File: config.mk
export PLATFORM = sky130hd
export DESIGN_NAME = serial_subtractor
export DESIGN_NICKNAME = d
export VERILOG_FILES = /design/src/rtl/serial_subtractor.sv
export SDC_FILE = /design/constraint.sdc
export NUM_CORES = 1
export LEC_CHECK = 0
export CAP_MARGIN = 5
export CORE_ASPECT_RATIO = 1.1
export CORE_MARGIN = 2
export CORE_UTILIZATION = 45
export CTS_CLUSTER_DIAMETER = 150
export DETAILED_ROUTE_END_ITERATION = 6
export GPL_TIMING_DRIVEN = 0
export PLACE_DENSITY_LB_ADDON = 0.05
export SYNTH_ARGS = -nofsm -noshare
export SYNTH_HDL_FRONTEND = slang
export SYNTH_SLANG_ARGS = --single-unit
File: constraint.sdc
create_clock -name clk -period 1.4 [get_ports clk]
set_clock_uncertainty 0.2 [all_clocks]
set_input_delay 0.21 -clock clk [delete_from_list [all_inputs] [get_ports clk]]
set_output_delay 0.21 -clock clk [all_outputs]
set_load 0.005 [all_outputs]
File: src/rtl/serial_subtractor.sv
// Bit-serial unsigned subtractor: accepts a/b on a valid/ready handshake, resolves one
// difference bit per clock (LSB first) and returns diff = a - b mod 2^WIDTH plus borrow-out.
module serial_subtractor #(
    parameter int unsigned WIDTH = 4
) (
    input  logic             clk,
    input  logic             rst,
    input  logic             in_valid,
    output logic             in_ready,
    input  logic [WIDTH-1:0] a,
    input  logic [WIDTH-1:0] b,
    output logic             out_valid,
    input  logic             out_ready,
    output logic [WIDTH-1:0] diff,
    output logic             bout
);

    localparam int unsigned IdxW = $clog2(WIDTH + 1);
    localparam logic [IdxW-1:0] LastIdx = IdxW'(WIDTH - 1);

    typedef enum logic [1:0] {
        StIdle,
        StRun,
        StDone
    } state_e;

    state_e           state_q;
    logic [WIDTH-1:0] a_q;
    logic [WIDTH-1:0] b_q;
    logic             brw_q;
    logic [IdxW-1:0]  idx_q;

    logic             dbit;
    logic             brw_d;
    logic [WIDTH-1:0] diff_d;

    // Operands are shifted right each RUN cycle, so bit 0 is always the current bit;
    // the difference shifts in from the top and lands LSB-aligned after WIDTH cycles.
    always_comb begin
        dbit   = a_q[0] ^ b_q[0] ^ brw_q;
        brw_d  = (~a_q[0] & b_q[0]) | (~a_q[0] & brw_q) | (b_q[0] & brw_q);
        diff_d = (diff >> 1) | (WIDTH'(dbit) << (WIDTH - 1));
    end

    always_ff @(posedge clk) begin
        if (rst) begin
            state_q   <= StIdle;
            in_ready  <= 1'b1;
            out_valid <= 1'b0;
            diff      <= '0;
            bout      <= 1'b0;
            a_q       <= '0;
            b_q       <= '0;
            brw_q     <= 1'b0;
            idx_q     <= '0;
        end else begin
            unique case (state_q)
                StIdle: begin
                    if (in_valid && in_ready) begin
                        a_q      <= a;
                        b_q      <= b;
                        brw_q    <= 1'b0;
                        idx_q    <= '0;
                        diff     <= '0;
                        in_ready <= 1'b0;
                        state_q  <= StRun;
                    end
                end
                StRun: begin
                    a_q   <= a_q >> 1;
                    b_q   <= b_q >> 1;
                    brw_q <= brw_d;
                    diff  <= diff_d;
                    idx_q <= idx_q + 1'b1;
                    if (idx_q == LastIdx) begin
                        bout      <= brw_d;
                        out_valid <= 1'b1;
                        state_q   <= StDone;
                    end
                end
                StDone: begin
                    if (out_valid && out_ready) begin
                        out_valid <= 1'b0;
                        in_ready  <= 1'b1;
                        state_q   <= StIdle;
                    end
                end
                default: begin
                    state_q   <= StIdle;
                    in_ready  <= 1'b1;
                    out_valid <= 1'b0;
                end
            endcase
        end
    end

endmodule

# Yosys cells after proc, flatten, opt, wreduce, memory -nomap -nowiden
# Index checks and enable logic that the tools add are counted.
[totals]
output_inout_bits = 7
inputBits = 12
word_cells = 55
register_bits = 21
[op_classes]
mux = 19
eq_ne = 6
n_addsub = 1
n_bitwise = 11
n_reduce_logical = 9
[op_table]
columns = ["operator", "count"]
rows = [
  ["4-bit one-hot mux with 2 select lines", 3],
  ["4-bit 2-to-1 mux", 3],
  ["3-bit AND reduction", 3],
  ["2-bit 2-to-1 mux", 3],
  ["2-bit inequality test, second input constant", 3],
  ["1-bit one-hot mux with 3 select lines", 2],
  ["2-bit one-hot mux with 3 select lines", 1],
  ["3-bit one-hot mux with 2 select lines", 1],
  ["1-bit 2-to-1 mux", 4],
  ["3-bit by 4-bit bitwise OR with 4-bit output", 1],
  ["2-bit AND reduction", 2],
  ["3-bit by 1-bit adder with 3-bit output, second input constant", 1],
  ["1-bit bitwise AND", 3],
  ["3-bit by 2-bit equality test with 1-bit output, second input constant", 1],
  ["3-bit 2-to-1 mux", 1],
  ["1-bit NOT", 3],
  ["2-bit by 1-bit equality test with 1-bit output, second input constant", 1],
  ["2-bit equality test, second input constant", 1],
  ["1-bit logical AND", 2],
  ["2-bit zero test", 1],
  ["1-bit bitwise OR", 2],
  ["1-bit one-hot mux with 2 select lines", 1],
  ["2-bit nonzero test", 1],
  ["1-bit bitwise XOR", 2],
]

# Logic depth before layout (Yosys ltp)
# Gate-level depths: netlist (run 1).
[depth]
word_depth = 5
depth_mapped = 5
depth_no_buf = 5

# Worst setup path before layout (run 1)
# OpenSTA, ideal clock, no wires.
[synth_path]
kind = "register to register"
from = "register b_q[0]"
to = "register brw_q"
required_ns = 1.113
path_buffers = 0
slack_ns = -0.058
arrival_time_ns = 1.171
period_less_slack_ns = 1.458
stages_incl_launch_ff = 5
cell_sequence = "dfxtp_1 -> inv_1 -> fa_1 -> or3_1 -> o31ai_1"
[synth_via]
elab_chain_len = 4
[synth_rtl]
columns = ["item", "line_no", "rtl"]
rows = [
  ["from (decl)", "29", "logic [WIDTH-1:0] b_q;"],
  ["from (signal assigned)", "71", "b_q <= b_q >> 1;"],
  ["1-bit bitwise AND", "41", "brw_d = (~a_q[0] & b_q[0]) | (~a_q[0] & brw_q) | (b_q[0] & brw_q);"],
  ["1-bit bitwise OR", "41", ""],
  ["1-bit bitwise OR *", "41", ""],
  ["1-bit one-hot mux with 2 select lines *", "57", "unique case (state_q)"],
  ["to (signal assigned)", "72", "brw_q <= brw_d;"],
  ["to (decl)", "30", "logic brw_q;"],
]
# Mark *: on every way between the ends. The rest lies on a longest branch, timed or not.
# A chain may end at the register's enable or synchronous reset.

# Worst setup path after layout (run 1)
[layout_path]
from = "register in_ready"
to = "register a_q[3]"
[layout_via]
elab_chain_len = 3
[layout_rtl]
columns = ["item", "line_no", "rtl"]
rows = [
  ["from (decl)", "9", "output logic in_ready,"],
  ["from (signal assigned)", "48", "in_ready <= 1'b1;"],
  ["from (signal assigned)", "65", "in_ready <= 1'b0;"],
  ["from (signal assigned)", "84", "in_ready <= 1'b1;"],
  ["1-bit logical AND", "59", "if (in_valid && in_ready) begin"],
  ["2-bit inequality test (no line)", "-", ""],
  ["2-bit AND reduction (no line)", "-", ""],
  ["to (signal assigned)", "70", "a_q <= a_q >> 1;"],
  ["to (decl)", "28", "logic [WIDTH-1:0] a_q;"],
]
# No other way between the ends.

==> results of run 1 <==
[report_power, final]
part / internal (mW) / switching [mW]
Combinational: 0.218 / 0.173
Clock: 0.109 / 0.204
Sequential: 0.648 / 0.0339
Total: 0.975 / 0.411
[worst max-delay path: cells and delay by family (launching register included)]
| kind | cells | cell delay [ps] |
|---|---|---|
| buf+inv | 1 | 110 |
| simple gates | 2 | 560 |
| compound gates | 1 | 140 |
| flops | 1 | 390 |
[cell type report]
| type | instances | area [um^2] |
|---|---|---|
| multi-input cells | 72 | 597 |
| fillers | 164 | 563 |
| flip-flops and latches | 21 | 440 |
| repair buffers | 29 | 262 |
| plain buffers | 7 | 71.3 |
| well taps | 28 | 35.0 |
| clock buffers | 3 | 22.5 |
| inverters | 6 | 22.5 |
| clock inverters | 1 | 7.51 |
[sequential cells by signal, indices dropped and copies added (netlist names)]
register,flops
b_q,4
bout,1
idx_q,3
brw_q,1
state_q,2
diff,4
in_ready,1
out_valid,1
a_q,4
[kinds of logic (layout without fill, tap and decap cells)]
group	after synthesis	count (layout)
DFF	21	21
adders and majority gates	3	3
buffers and inverters	14	46
and+or+nand+nor	35	35
AOI/OAI and AO/OA	33	33
muxes	1	1
[synth_stat cells, types with 4 or more instances]
| cell | n | area (um^2) |
|---|---|---|
| nand2b_1 | 4 | 25.0 |
| a21oi_1 | 6 | 30.0 |
| nand2_1 | 16 | 60.1 |
| nor2_1 | 4 | 15.0 |
| dfxtp_1 | 21 | 420 |
| a311oi_1 | 6 | 52.6 |
| inv_1 | 6 | 22.5 |
[what timing repair did]
item | CTS | global route
gates resized for setup | 53 | 8
cloned | 1 | 0
pin swaps | 11 | 4
endpoints found under the setup margin | 27 | 14
buffers inserted | 8 | 2
[metal layers]
layer	vias up	global-route usage (%)
met5	-	0
met4	0	8.57
met3	4	4.29
met2	18	38.2
met1	423	26.2
li1	449	-
[stage by stage]
stage	TNS [ps]	hold WS, ps	std cells
after floorplan	-12.2	163	107
after global placement	-11110	229	153
after detailed placement	-11510	234	153
after CTS	-157	238	166
after global routing	-617	239	167
final	-253	231	167
[final timing paths]
check | slack, ps | end | start | depth (start not counted)
worst max-delay path | -90 | a_q[3] | in_ready | 4
worst min-delay path | 230 | b_q[0] | b[0] | 3
worst max register to register | -90 | a_q[3] | in_ready | 4
worst min register to register | 240 | b_q[0] | b_q[1] | 2
==> impl_metrics.env, run 1 <==
export IMPL_cpPeakStageDelay_ps=520
export IMPL_synthAdderAreaFrac_pct=4.62
export IMPL_grt_pass1_wl_um=4150
export IMPL_cts_tree="yes"
export IMPL_rows=17
export IMPL_drive_gt1_share_pct=41.0
export IMPL_finalCritPeriodShare_pct=107
export IMPL_max_slew_margin_rel_pct=77.5
export IMPL_synth_ff_type="dfxtp_1"
export IMPL_final_common_cell="nand2_1"
export IMPL_firstDrtPassIters=2
export IMPL_place_ws_ps=-685
export IMPL_drtAntennaViolNets=0
export IMPL_insertion_delay_ps=320
export IMPL_final_cell_mix="nand2_1 (16), dfxtp_2 (13), clkdlybuf4s50_1 (9)"
export IMPL_synthArstFlopShare_pct=0
export IMPL_grt_setup_unrepaired="yes"
export IMPL_worstPathRequired_ps=1430
export IMPL_antenna_found_initial=0
export IMPL_totalWireLength_um=2480
export IMPL_crit_fanout=4
export IMPL_dr_wl_met3_um=82
export IMPL_cp_start_kind="register"
export IMPL_final_cell_area_um2=1460
export IMPL_min_period_ps=1490
export IMPL_nNetsFinal=155
export IMPL_syn_avg_cell_area_um2=9.11
export IMPL_overflow=0
export IMPL_hold_viol=0
export IMPL_critPathSlowestCell="or4b_1"
export IMPL_status="complete, but fails checks"
export IMPL_drc=0
export IMPL_synth_edf_count=0
export IMPL_clockBufferDepth=2
export IMPL_dieHeight_um=52.8
export IMPL_p_leak_nw=0.556
export IMPL_synth_mux_area_fraction_pct=1.16
export IMPL_power_density_nw_per_um2=951
export IMPL_syn_num_nets=122
export IMPL_vias=894
export IMPL_coreArea_um2=2020
export IMPL_cts_buffers=3
export IMPL_maxSlewViolCount=0
export IMPL_h_tree_depth=1
export IMPL_via_per_inst=5.35
export IMPL_antenna_cells=0
export IMPL_yosysWarnings=0
export IMPL_clock_root_buffer="clkbuf_4"
export IMPL_cts_sinks=21
export IMPL_max_freq_mhz=669
export IMPL_grt_use_total_pct=21.6
export IMPL_ir_drop_uv=867
export IMPL_top_layer="met4"
export IMPL_synth_top_family_by_area="compound AO/OA/AOI/OAI gates"
export IMPL_yosysUniqueCellTypes=33
export IMPL_grt_max_degree=14
export IMPL_start_util_pct=48.2
export IMPL_io_buffer_count=18
export IMPL_fp_dieArea_um2=2550
export IMPL_cts_clk_slew_worst_paths_ps=150
export IMPL_placed_area_um2=1200
export IMPL_synth_xor_area_share_pct=0
export IMPL_path_class="register to register"
export IMPL_maxCapViolCount=0
export IMPL_worstPathArrival_ps=1530
export IMPL_synth_simple_area_share_pct=18.4
export IMPL_worstMarginPinSlew_ps=337
export IMPL_end_kind="register"
export IMPL_netlist_area_um2=975
export IMPL_syn_to_final_growth_pct=49.6
export IMPL_power_total_mw=1.39
export IMPL_synth_compound_gate_area_share_pct=25.8
export IMPL_chipWidth_um=48.4
export IMPL_synth_yosys_seq_area_share_pct=43.1
export IMPL_post_drt_wl_per_cell_um=14.8
export IMPL_drt_initial_drc_count=8
export IMPL_dp_hpwl_um=1480
export IMPL_ctsHoldBuffers=0
export IMPL_met2_length_um=1230
export IMPL_io_pins=19
export IMPL_crit_chain="buf_12 > nand2_8 > or4b_1 > a31oi_1"
export IMPL_synth_cells=107
export IMPL_grt_pass1_vias=898
export IMPL_setup_viol=6
export IMPL_worst_slack_ps=-94.6
export IMPL_final_util_pct=72.1
export IMPL_gp_congestion=0.813
export IMPL_yosys_register_bits=21
export IMPL_hp_class="input pin to register"
export IMPL_violations="negative setup slack"
export IMPL_met1_length_um=1140
Note: power is estimated with default switching activity, not from simulation.
==> run 2, diff against run 1 <==
CORE_MARGIN = default   (was 2)
CTS_BUF_LIST = sky130_fd_sc_hd__clkbuf_16   (was default)
==> run 2 against run 1 <==
Effect of this change: the flow still finishes with violations (negative setup slack); wire length grew 4.8%; sequential share of layout area shrank 0.50 points; combinational power shrank 8.2%; largest power group unchanged; highest routed layer unchanged; worst hold slack gained 43 ps.
==> impl_metrics.env, run 2 (synthesis results as in run 1) <==
export IMPL_final_cell_mix="nand2_1 (14), dfxtp_1 (11), clkdlybuf4s50_1 (9), dlygate4sd2_1 (9), dfxtp_2 (8)"
export IMPL_grt_pass1_wl_um=3880
export IMPL_final_util_pct=72.9
export IMPL_start_util_pct=48.2
export IMPL_final_common_cell="nand2_1"
export IMPL_totalWireLength_um=2600
export IMPL_grt_use_total_pct=23.4
export IMPL_crit_chain="buf_6 > nand2b_4 > buf_6 > or3_1 > o31ai_1"
export IMPL_setup_viol=1
export IMPL_io_pins=19
export IMPL_syn_to_final_growth_pct=51.2
export IMPL_clock_root_buffer="clkbuf_16"
export IMPL_finalCritPeriodShare_pct=102
export IMPL_cts_clk_slew_worst_paths_ps=50
export IMPL_hold_viol=0
export IMPL_antenna_cells=0
export IMPL_r2r_start="state_q[1]"
export IMPL_placed_area_um2=1200
export IMPL_final_cell_area_um2=1470
export IMPL_maxSlewViolCount=0
export IMPL_chipWidth_um=46.4
export IMPL_max_slew_margin_rel_pct=83.0
export IMPL_vias=922
export IMPL_grt_setup_unrepaired="yes"
export IMPL_nNetsFinal=154
export IMPL_gp_congestion=0.776
export IMPL_h_tree_depth=1
export IMPL_startpoint="state_q[1]"
export IMPL_cts_sinks=21
export IMPL_largest_registers="a_q (4), b_q (4), diff (4)"
export IMPL_ctsHoldBuffers=0
export IMPL_place_ws_ps=-699
export IMPL_dieHeight_um=50.8
export IMPL_nFillCells=156
export IMPL_hp_class="register to register"
export IMPL_grt_max_degree=12
export IMPL_antenna_found_initial=0
export IMPL_crit_end="brw_q"
export IMPL_cpPeakStageDelay_ps=360
export IMPL_fp_dieArea_um2=2360
export IMPL_crit_top_cell="buf_6"
export IMPL_clockBufferDepth=2
export IMPL_dp_hpwl_um=1430
export IMPL_worstPathRequired_ps=1360
export IMPL_worst_slack_ps=-34.8
export IMPL_grt_pass1_vias=869
export IMPL_crit_fanout=5
export IMPL_drt_initial_drc_count=19
export IMPL_overflow=0
export IMPL_end_kind="register"
export IMPL_firstDrtPassIters=4
export IMPL_worstPathArrival_ps=1400
export IMPL_drtAntennaViolNets=0
export IMPL_cts_buffers=3
export IMPL_status="complete, but fails checks"
export IMPL_cp_start_kind="register"
export IMPL_path_class="register to register"
export IMPL_io_buffer_count=18
export IMPL_min_period_ps=1430
export IMPL_drive_gt1_share_pct=34.1
export IMPL_worstMarginPinSlew_ps=255
export IMPL_rows=17
export IMPL_via_per_inst=5.55
export IMPL_p_leak_nw=0.573
export IMPL_max_freq_mhz=697
export IMPL_coreArea_um2=2020
export IMPL_power_density_nw_per_um2=1110
export IMPL_rr_worst_depth=5
export IMPL_maxCapViolCount=0
export IMPL_post_drt_wl_per_cell_um=15.7
export IMPL_holdWs_ps=274
export IMPL_violations="negative setup slack"
export IMPL_rr_endpoint="brw_q"
export IMPL_r2r_setup_slack_ps=-30
export IMPL_critPathSlowestCell="or3_1"
export IMPL_insertion_delay_ps=250
export IMPL_drc=0
export IMPL_ir_drop_uv=933
export IMPL_cts_tree="yes"
## run 2: cell count changes in the layout (fill, tap and decap cells not counted), moves of 2 or more
cell | previous run | this run
nand2_2 | 0 | 2
buf_4 | 8 | 6
dfxtp_2 | 13 | 8
clkbuf_16 | 0 | 3
nand2_1 | 16 | 14
dfxtp_1 | 7 | 11
clkbuf_4 | 6 | 3
## run 2: power breakdown
part / total [mW] / switching, mW / internal [mW] / leakage (nW)
Sequential: 0.686 / 0.0375 / 0.648 / 0.176
Combinational: 0.359 / 0.158 / 0.201 / 0.354
Clock: 0.592 / 0.212 / 0.381 / 0.0423
Total: 1.64 / 0.407 / 1.23 / 0.573
## run 2: per-layer routing
layer	share of wire, %	track usage, %	wire length, um	vias up
met5	0	0	0	-
met4	2.0	13.7	53	0
met3	4.1	4.59	106	6
met2	50	35.4	1310	23
met1	43	29.9	1130	441
li1	-	-	-	452
## run 2: critical path: cells and delay by family, from the launching register on
kind,cells,cell delay (ps)
AND/OR/NAND/NOR,2,500
flip-flops,1,320
buffers and inverters,2,260
AO/OA/AOI/OAI,1,70
## run 2: stage by stage
| step | power, mW | cells | TNS (ps) |
|---|---|---|---|
| floorplan | 0.859 | 107 | -12.2 |
| global placement | 0.949 | 153 | -11020 |
| detailed placement | 0.953 | 153 | -11640 |
| CTS | 1.62 | 165 | -37.5 |
| global route | 1.70 | 166 | -430 |
| finish | 1.64 | 166 | -34.8 |
## run 2: how the worst min path moves through the flow
stage	slack, ps	end	depth (start not counted)	start
after CTS	270	b_q[0]	2	b_q[1]
after global routing	300	b_q[0]	2	b_q[1]
after floorplan	160	b_q[0]	2	b[0]
after global placement	230	idx_q[0]	1	idx_q[0]
final	270	diff[0]	2	diff[0]
after detailed placement	230	idx_q[0]	1	idx_q[0]
## run 2: cell type report
| cell class | instances | area (um^2) | share of cell area (%) |
|---|---|---|---|
| inverters | 6 | 22.5 | 1.53 |
| well taps | 28 | 35.0 | 2.38 |
| repair buffers | 27 | 259 | 17.6 |
| multi-input cells | 72 | 559 | 37.9 |
| plain buffers | 8 | 81.3 | 5.52 |
| clock inverters | 1 | 3.75 | 0.255 |
| clock buffers | 3 | 75.1 | 5.09 |
| flip-flops and latches | 21 | 438 | 29.7 |
## run 2: repair_timing
| action | in CTS | in global routing |
|---|---|---|
| endpoints found under the setup margin | 28 | 17 |
| buffers inserted | 7 | 0 |
| pin swaps | 9 | 5 |
| gates resized for setup | 39 | 9 |
| gates cloned | 1 | 1 |
